File: config.mk
export PLATFORM = sky130hd
export DESIGN_NAME = cache_transfer_ctrl
export DESIGN_NICKNAME = d
export VERILOG_FILES = /design/src/rtl/cache_transfer_ctrl.sv
export SDC_FILE = /design/constraint.sdc
export NUM_CORES = 1
export LEC_CHECK = 0
export ABC_CLOCK_PERIOD_IN_PS = 1890
export BUFFER_PORTS_ARGS = -buffer_cell sky130_fd_sc_hd__buf_2
export CORE_AREA = 2 2 159 161
export DETAILED_ROUTE_END_ITERATION = 6
export DIE_AREA = 0 0 161 163
export PLACE_DENSITY = 0.63
export SETUP_SLACK_MARGIN = 0.05
export SKIP_CTS_REPAIR_TIMING = 1
export SLEW_MARGIN = 20
export SYNTH_ARGS = -nofsm -noshare
export SYNTH_HDL_FRONTEND = slang
export SYNTH_SLANG_ARGS = --single-unit
File: constraint.sdc
create_clock -name i_clk -period 1.89 [get_ports i_clk]
set_input_delay 0.378 -clock i_clk [delete_from_list [all_inputs] [get_ports i_clk]]
set_output_delay 0.378 -clock i_clk [all_outputs]
set_load 0.05 [all_outputs]
File: src/rtl/cache_transfer_ctrl.sv
// Shares one block-transfer datapath between the I-cache and D-cache miss handlers:
// round-robin grant, optional dirty write-back, refill, then a done/error pulse per requester.
module cache_transfer_ctrl #(
    parameter int AXI_ADDR_WIDTH = 64,
    parameter int TIMEOUT_CYCLES = 1024
) (
    input  logic                      i_clk,
    input  logic                      i_arst,
    input  logic                      i_icache_req,
    input  logic [AXI_ADDR_WIDTH-1:0] i_icache_addr,
    input  logic                      i_dcache_req,
    input  logic                      i_dcache_dirty,
    input  logic [AXI_ADDR_WIDTH-1:0] i_dcache_addr,
    input  logic [AXI_ADDR_WIDTH-1:0] i_dcache_wb_addr,
    input  logic                      i_count_done,
    output logic                      o_start_read,
    output logic                      o_start_write,
    output logic [AXI_ADDR_WIDTH-1:0] o_addr_cache,
    output logic                      o_grant_dcache,
    output logic                      o_busy,
    output logic                      o_icache_done,
    output logic                      o_dcache_done,
    output logic                      o_error
);

    localparam int CNT_W = $clog2(TIMEOUT_CYCLES) + 1;
    localparam logic [CNT_W-1:0] CNT_LIMIT = CNT_W'(TIMEOUT_CYCLES - 1);

    typedef enum logic [2:0] {IDLE, WB, GAP, REFILL, DONE} state_t;

    state_t                    state_q, state_d;
    logic                      last_grant_q, last_grant_d;
    logic                      grant_q, grant_d;
    logic                      dirty_q, dirty_d;
    logic [AXI_ADDR_WIDTH-1:0] refill_addr_q, refill_addr_d;
    logic [AXI_ADDR_WIDTH-1:0] wb_addr_q, wb_addr_d;
    logic [CNT_W-1:0]          cnt_q;
    logic                      pick_dcache;
    logic                      timed_out;
    logic                      error_d;

    always_comb begin
        state_d       = state_q;
        last_grant_d  = last_grant_q;
        grant_d       = grant_q;
        dirty_d       = dirty_q;
        refill_addr_d = refill_addr_q;
        wb_addr_d     = wb_addr_q;
        pick_dcache   = 1'b0;
        error_d       = 1'b0;
        timed_out     = (cnt_q == CNT_LIMIT) && !i_count_done;

        unique case (state_q)
            IDLE: begin
                if (i_icache_req || i_dcache_req) begin
                    // On a tie the requester that was not served last time wins.
                    pick_dcache   = i_dcache_req && (!i_icache_req || !last_grant_q);
                    grant_d       = pick_dcache;
                    last_grant_d  = pick_dcache;
                    dirty_d       = pick_dcache && i_dcache_dirty;
                    refill_addr_d = pick_dcache ? i_dcache_addr : i_icache_addr;
                    wb_addr_d     = i_dcache_wb_addr;
                    state_d       = dirty_d ? WB : REFILL;
                end
            end
            WB: begin
                if (i_count_done) begin
                    state_d = GAP;
                end else if (timed_out) begin
                    state_d = DONE;
                    error_d = 1'b1;
                end
            end
            GAP: state_d = REFILL;
            REFILL: begin
                if (i_count_done) begin
                    state_d = DONE;
                end else if (timed_out) begin
                    state_d = DONE;
                    error_d = 1'b1;
                end
            end
            DONE:    state_d = IDLE;
            default: state_d = IDLE;
        endcase
    end

    // State, latched transaction fields and phase timeout counter.
    always_ff @(posedge i_clk or negedge i_arst) begin
        if (!i_arst) begin
            state_q       <= IDLE;
            last_grant_q  <= 1'b0;
            grant_q       <= 1'b0;
            dirty_q       <= 1'b0;
            refill_addr_q <= '0;
            wb_addr_q     <= '0;
            cnt_q         <= '0;
        end else begin
            state_q       <= state_d;
            last_grant_q  <= last_grant_d;
            grant_q       <= grant_d;
            dirty_q       <= dirty_d;
            refill_addr_q <= refill_addr_d;
            wb_addr_q     <= wb_addr_d;
            if ((state_d == WB || state_d == REFILL) && state_d != state_q) begin
                cnt_q <= '0;
            end else if (state_q == WB || state_q == REFILL) begin
                cnt_q <= cnt_q + CNT_W'(1);
            end
        end
    end

    // Outputs are registered from the next state so they line up with the state register.
    always_ff @(posedge i_clk or negedge i_arst) begin
        if (!i_arst) begin
            o_start_read  <= 1'b0;
            o_start_write <= 1'b0;
            o_addr_cache  <= '0;
            o_busy        <= 1'b0;
            o_icache_done <= 1'b0;
            o_dcache_done <= 1'b0;
            o_error       <= 1'b0;
        end else begin
            o_start_read  <= (state_d == REFILL);
            o_start_write <= (state_d == WB);
            o_busy        <= (state_d != IDLE);
            o_icache_done <= (state_d == DONE) && !grant_d;
            o_dcache_done <= (state_d == DONE) && grant_d;
            o_error       <= error_d;
            if (state_d == WB) begin
                o_addr_cache <= wb_addr_d;
            end else if (state_d == REFILL) begin
                o_addr_cache <= refill_addr_d;
            end
        end
    end

    assign o_grant_dcache = grant_q;

endmodule

== After elaboration in Yosys (flattened, before gate mapping) ==
Index checks and enable logic that the tools add are counted.

* Mux-type cells: 20
* Equal/unequal tests: 8
* Reductions and logical operators: 20
* Add/subtract/negate cells: 1

{| class="wikitable"
|+ Operators with widths
! cell !! number
|-
| $mux W64 || 7
|-
| $mux W11 || 2
|-
| $mux W3 || 4
|-
| $pmux W3 S4 || 1
|-
| $add A11 B1 Y11 const B || 1
|-
| $eq A11 B10 Y1 const B || 1
|-
| $eq A3 B2 Y1 const B || 3
|-
| $eq A3 B1 Y1 const B || 2
|-
| $logic_and A1 B1 Y1 || 6
|-
| $mux W1 || 5
|-
| $logic_not A1 Y1 || 4
|-
| $logic_or A1 B1 Y1 || 4
|-
| $reduce_bool A2 Y1 || 2
|-
| $eq A3 B3 Y1 const B || 1
|-
| $logic_not A3 Y1 || 1
|-
| $ne A3 B3 Y1 || 1
|-
| $reduce_bool A3 Y1 || 1
|-
| $mux W2 || 1
|-
| $reduce_and A2 Y1 || 1
|-
| $reduce_or A2 Y1 || 1
|}

* Register bits after elaboration: 214
* Logic and storage cells: 62
* Bits of input ports: 198
* Output and inout bits: 71

== Logic depth before layout (Yosys ltp) ==
* Depth after elaboration: 11
* Mapped depth: 8

== Worst setup path after synthesis ==
OpenSTA, ideal clock, no wires.

* Path kind: register to register
* Start: register last_grant_q
* End: register o_addr_cache[14]
* Cell stages (with the launch flop): 8
* Period minus slack after synthesis: 1.815 ns
* Required time: 1.749 ns
* Arrival: 1.674 ns
* Path slack: 0.075 ns
* Cell sequence: dfrtp_1 -> a21boi_2 -> buf_2 -> buf_4 -> mux2_2 -> mux2_2 -> o21ai_0 -> a31oi_1

* Elaborated cells on any way between the ends: 15
* Those cells by class: eq/ne: 2; mux: 8; reduce/logical: 5

{| class="wikitable"
|+ RTL lines
! element !! line !! text
|-
| start, declared || 32 || <nowiki>logic last_grant_q, last_grant_d;</nowiki>
|-
| start signal, assigned || 100 || <nowiki>last_grant_q <= last_grant_d;</nowiki>
|-
| $logic_not A1 Y1 || 57 || <nowiki>pick_dcache = i_dcache_req && (!i_icache_req || !last_grant_q);</nowiki>
|-
| $logic_or A1 B1 Y1 || 57 ||
|-
| $logic_and A1 B1 Y1 || 57 ||
|-
| $mux W64 || 61 || <nowiki>refill_addr_d = pick_dcache ? i_dcache_addr : i_icache_addr;</nowiki>
|-
| $mux W64 || 55 || <nowiki>if (i_icache_req || i_dcache_req) begin</nowiki>
|-
| $mux W64 || 53 || <nowiki>unique case (state_q)</nowiki>
|-
| via refill_addr_d[14] || 35 || <nowiki>logic [AXI_ADDR_WIDTH-1:0] refill_addr_q, refill_addr_d;</nowiki>
|-
| $mux W64 || 132 || <nowiki>end else if (state_d == REFILL) begin</nowiki>
|-
| $mux W64 || 130 || <nowiki>if (state_d == WB) begin</nowiki>
|-
| end signal, assigned || 131 || <nowiki>o_addr_cache <= wb_addr_d;</nowiki>
|-
| end signal, assigned || 133 || <nowiki>o_addr_cache <= refill_addr_d;</nowiki>
|-
| end, declared || 18 || <nowiki>output logic [AXI_ADDR_WIDTH-1:0] o_addr_cache,</nowiki>
|}

The timed path passes the listed nets, and every way through them passes these cells. The select of a mux whose other input is x is not followed.
A chain may end at the register's enable or synchronous reset.

== Final worst setup path ==
* Start: register cnt_q[0]
* End: register o_busy

* Longest elaborated chain between the ends: 6
* Elaborated cells on any way between the ends: 7
* Those cells by class: eq/ne: 1; mux: 4; reduce/logical: 2

{| class="wikitable"
|+ RTL lines
! element !! line !! text
|-
| start, declared || 37 || <nowiki>logic [CNT_W-1:0] cnt_q;</nowiki>
|-
| start signal, assigned || 108 || <nowiki>cnt_q <= cnt_q + CNT_W'(1);</nowiki>
|-
| $eq A11 B10 Y1 * || 51 || <nowiki>timed_out = (cnt_q == CNT_LIMIT) && !i_count_done;</nowiki>
|-
| $logic_and A1 B1 Y1 * || 51 ||
|-
| $mux W3 * || 69, 78 ||
|-
| $mux W3 (on tied branches) || 76, 67 ||
|-
| $pmux W3 S4 * || 53 ||
|-
| via state_d[1] || 31 || <nowiki>state_t state_q, state_d;</nowiki>
|-
| $reduce_bool A3 Y1 * || 126 || <nowiki>o_busy <= (state_d != IDLE);</nowiki>
|-
| end signal, assigned || 126 ||
|-
| end, declared || 20 || <nowiki>output logic o_busy,</nowiki>
|}

The timed path passes the listed nets; every way through them passes the cells marked *.

==> results.ini <==
[final_layout]
drive_above_1_share_pct = 53.0
final_core_util_pct = 51.9
synthToLayoutAreaGrowth_pct = 32.4
nets = 1289

[drt]
post_drt_via_cell_ratio = 5.05
vias = 7273
drcViolationCount = 0
detail-route-antenna-nets = 0
drt_iter0_drc = 256
wl_um = 25900
wire_per_inst_um = 18.0
first_pass_iters = 5

[yosys]
syn_area_mm2 = 0.00968
syn-mean-instance-area_um2 = 12.1
synth_cells = 799
ys_seq_area_share_pct = 55.3
yosysUniqueCellTypes = 41
ys_ff_latch = 214
yosysWarnings = 0
synth_nets = 998

[global_routing]
grt-ovfl-total = 0
grt_pass1_vias = 7219
grtUsageTotal_pct = 18.5
antenna_found_initial = 2
grt_pass1_wl_um = 39000
grt_max_degree = 51

[pwr]
comb_power_share_pct = 51.5
clkPwrFrac_pct = 18.3
p_sw_w = 0.0107
intPower_w = 0.0149
peakVddDrop_mv = 1.15
power_switching_share_pct = 41.8
p_leak_nw = 5.81
power_density_mw_per_mm2 = 2000
p_seq_share_pct = 30.1

[clocking]
cts-root-buf = clkbuf_16
cts-htree-levels = 1
clock_path_buffers = 3
worstSkewPairLatency_ns = 0.51
numCtsBuffers = 24
cts_tree = done
cts_sinks = 214
path_clk_slew_ns = 0.06

[sta]
slew_headroom_pct = 68.8
worst_pin_slew_ns = 0.464
hold_viol_final = 0
holdWs_ns = 0.118
fin_ws_ns = -0.101
clock_skew_ns = 0.0135
setup_viol = 62
rsz0062_at_grt = yes
final.min_clock_period_ns = 1.99
tns_ns = -2.36
min_period_over_period_pct = 105
slew_violations = 0
max_freq_mhz = 502

[critical_path]
end_kind = flip-flop
critPathMaxFanout = 5
arrival_ns = 2.38
cp-start-kind = flip-flop
cp.required_ns = 2.28
criticalPathCategory = flip-flop to flip-flop

[outcome]
violations = negative setup slack
status = complete, but fails checks

[floorplanning]
initial_core_util_pct = 39.2
die-width_um = 161
fp-row-count = 58
die_h_um = 163
core_mm2 = 0.0247
die-area_mm2 = 0.0262
io_pins = 269

[placed_design]
finalWeightedCongestion = 0.755
post-place-ws_ns = -0.112
dp_hpwl_um = 17200
portBuffers = 268

[min_path]
hold_path.class = input port to flip-flop

[flow_run]
cap_violations = 0

[cell usage in the layout, fill, tap and decap left out, types with 2 or more instances in the layout]
cell type    n
a21oi_1      3
buf_12      21
nand3_1     55
dfrtp_1    214
clkinv_2     4
nand3_2     10
nand2_1     10
inv_1        2
clkbuf_1     5
buf_2      267
nor2_1      75
clkbuf_8     7
buf_8        2
clkbuf_16   29
xnor2_1      4
buf_4       31
nor3_1       4
o21ai_0     64
nand2b_1     2
xor2_1       6
buf_6        2
mux2_2     192
and4_1       2
a31oi_1     64
[power by group through the flow]
stage	clock (W)	sequential (W)	combinational, W
detailed placement	0	0.00780	0.0128
floorplan	0	0.0102	0.00658
global route	0.00501	0.00795	0.0142
CTS	0.00481	0.00773	0.0128
finish	0.00469	0.00771	0.0132
global placement	0	0.00773	0.0126
[per-stage QoR]
| step | cells | area [um^2] | total power [W] |
|---|---|---|---|
| 2_1_floorplan | 799 | 9680 | 0.0168 |
| 3_3_place_gp | 1382 | 11700 | 0.0203 |
| 3_5_place_dp | 1382 | 11700 | 0.0206 |
| 4_1_cts | 1426 | 12500 | 0.0253 |
| 5_1_grt | 1438 | 12800 | 0.0271 |
| 6_report | 1439 | 12800 | 0.0256 |
[flip-flops by register name (all words and copies together), names as in the netlist]
signal / flops
o_addr_cache: 64
refill_addr_q: 64
wb_addr_q: 64
cnt_q: 11
state_q: 3
last_grant_q: 1
o_busy: 1
o_dcache_done: 1
o_error: 1
o_grant_dcache: 1
o_icache_done: 1
o_start_read: 1
o_start_write: 1
[final timing paths]
| check | end | slack, ns | depth (start not counted) | start |
|---|---|---|---|---|
| max in group asynchronous | refill_addr_q[11] | 0.90 | 3 | i_arst |
| setup reg to reg | o_busy | -0.10 | 8 | cnt_q[0] |
| hold / removal | wb_addr_q[2] | 0.12 | 2 | i_dcache_wb_addr[2] |
| setup / recovery | o_busy | -0.10 | 8 | cnt_q[0] |
| min in group asynchronous | cnt_q[0] | 0.37 | 2 | i_arst |
| hold reg to reg | refill_addr_q[33] | 0.49 | 1 | refill_addr_q[33] |
[synth_stat cells (all sizes together)]
master / count / area share, %
and2: 2 / 0.13
ha: 1 / 0.13
nor2b: 1 / 0.065
and3: 2 / 0.13
nand4b: 1 / 0.091
mux2: 192 / 22
nand4: 2 / 0.19
dfrtp: 214 / 55
nor4: 2 / 0.28
a21boi: 1 / 0.12
a21o: 2 / 0.16
o21ai: 65 / 3.4
o21bai: 1 / 0.12
nor3b: 1 / 0.13
xor2: 6 / 0.54
a31oi: 65 / 4.2
or3b: 2 / 0.21
a21oi: 4 / 0.21
nand3b: 1 / 0.078
o21a: 1 / 0.078
nand2: 11 / 0.43
nand3: 66 / 3.4
xnor2: 4 / 0.36
nor2: 75 / 2.9
inv: 2 / 0.078
nand2b: 3 / 0.27
clkbuf: 21 / 0.85
nor3: 5 / 0.37
a22o: 1 / 0.091
buf: 43 / 3.2
and4: 2 / 0.18
[kinds of logic after synthesis]
kind of cell / after synthesis / synth area share, %
flip-flops: 214 / 55.3
buffers and inverters: 66 / 4.09
adder cells (fa/ha/maj): 1 / 0.129
XOR/XNOR: 10 / 0.905
multiplexers: 192 / 22.3
AO/OA/AOI/OAI: 140 / 8.33
AND/OR/NAND/NOR: 176 / 8.88
[layout make-up]
class                      instances  area (um^2)
sequential                       214         5360
tap                              330          413
timing repair buffer             328         2150
clock buffer                      37          741
fill                            2223        11900
inverter                           2         7.51
multi-input combinational        520         4080
clock inverter                     7         66.3
antenna                            1         2.50
[worst max-delay path, cell delays in order (launching register included)]
cell and delay [ns]:
dfrtp_1 0.35, ha_2 0.19, nand4b_1 0.14, nor4_4 0.30, buf_6 0.17, or3b_4 0.16
buf_12 0.13, nand2_4 0.06, or3b_1 0.36
[metal layers]
layer	share of wire (%)	global-route usage, %	up-vias
met5	0.027	0	-
met1	45	25.3	3552
met4	1.9	4.18	2
met3	6.6	4.41	35
li1	-	-	3468
met2	47	30.1	216
Note: power is estimated with default switching activity, not from simulation.
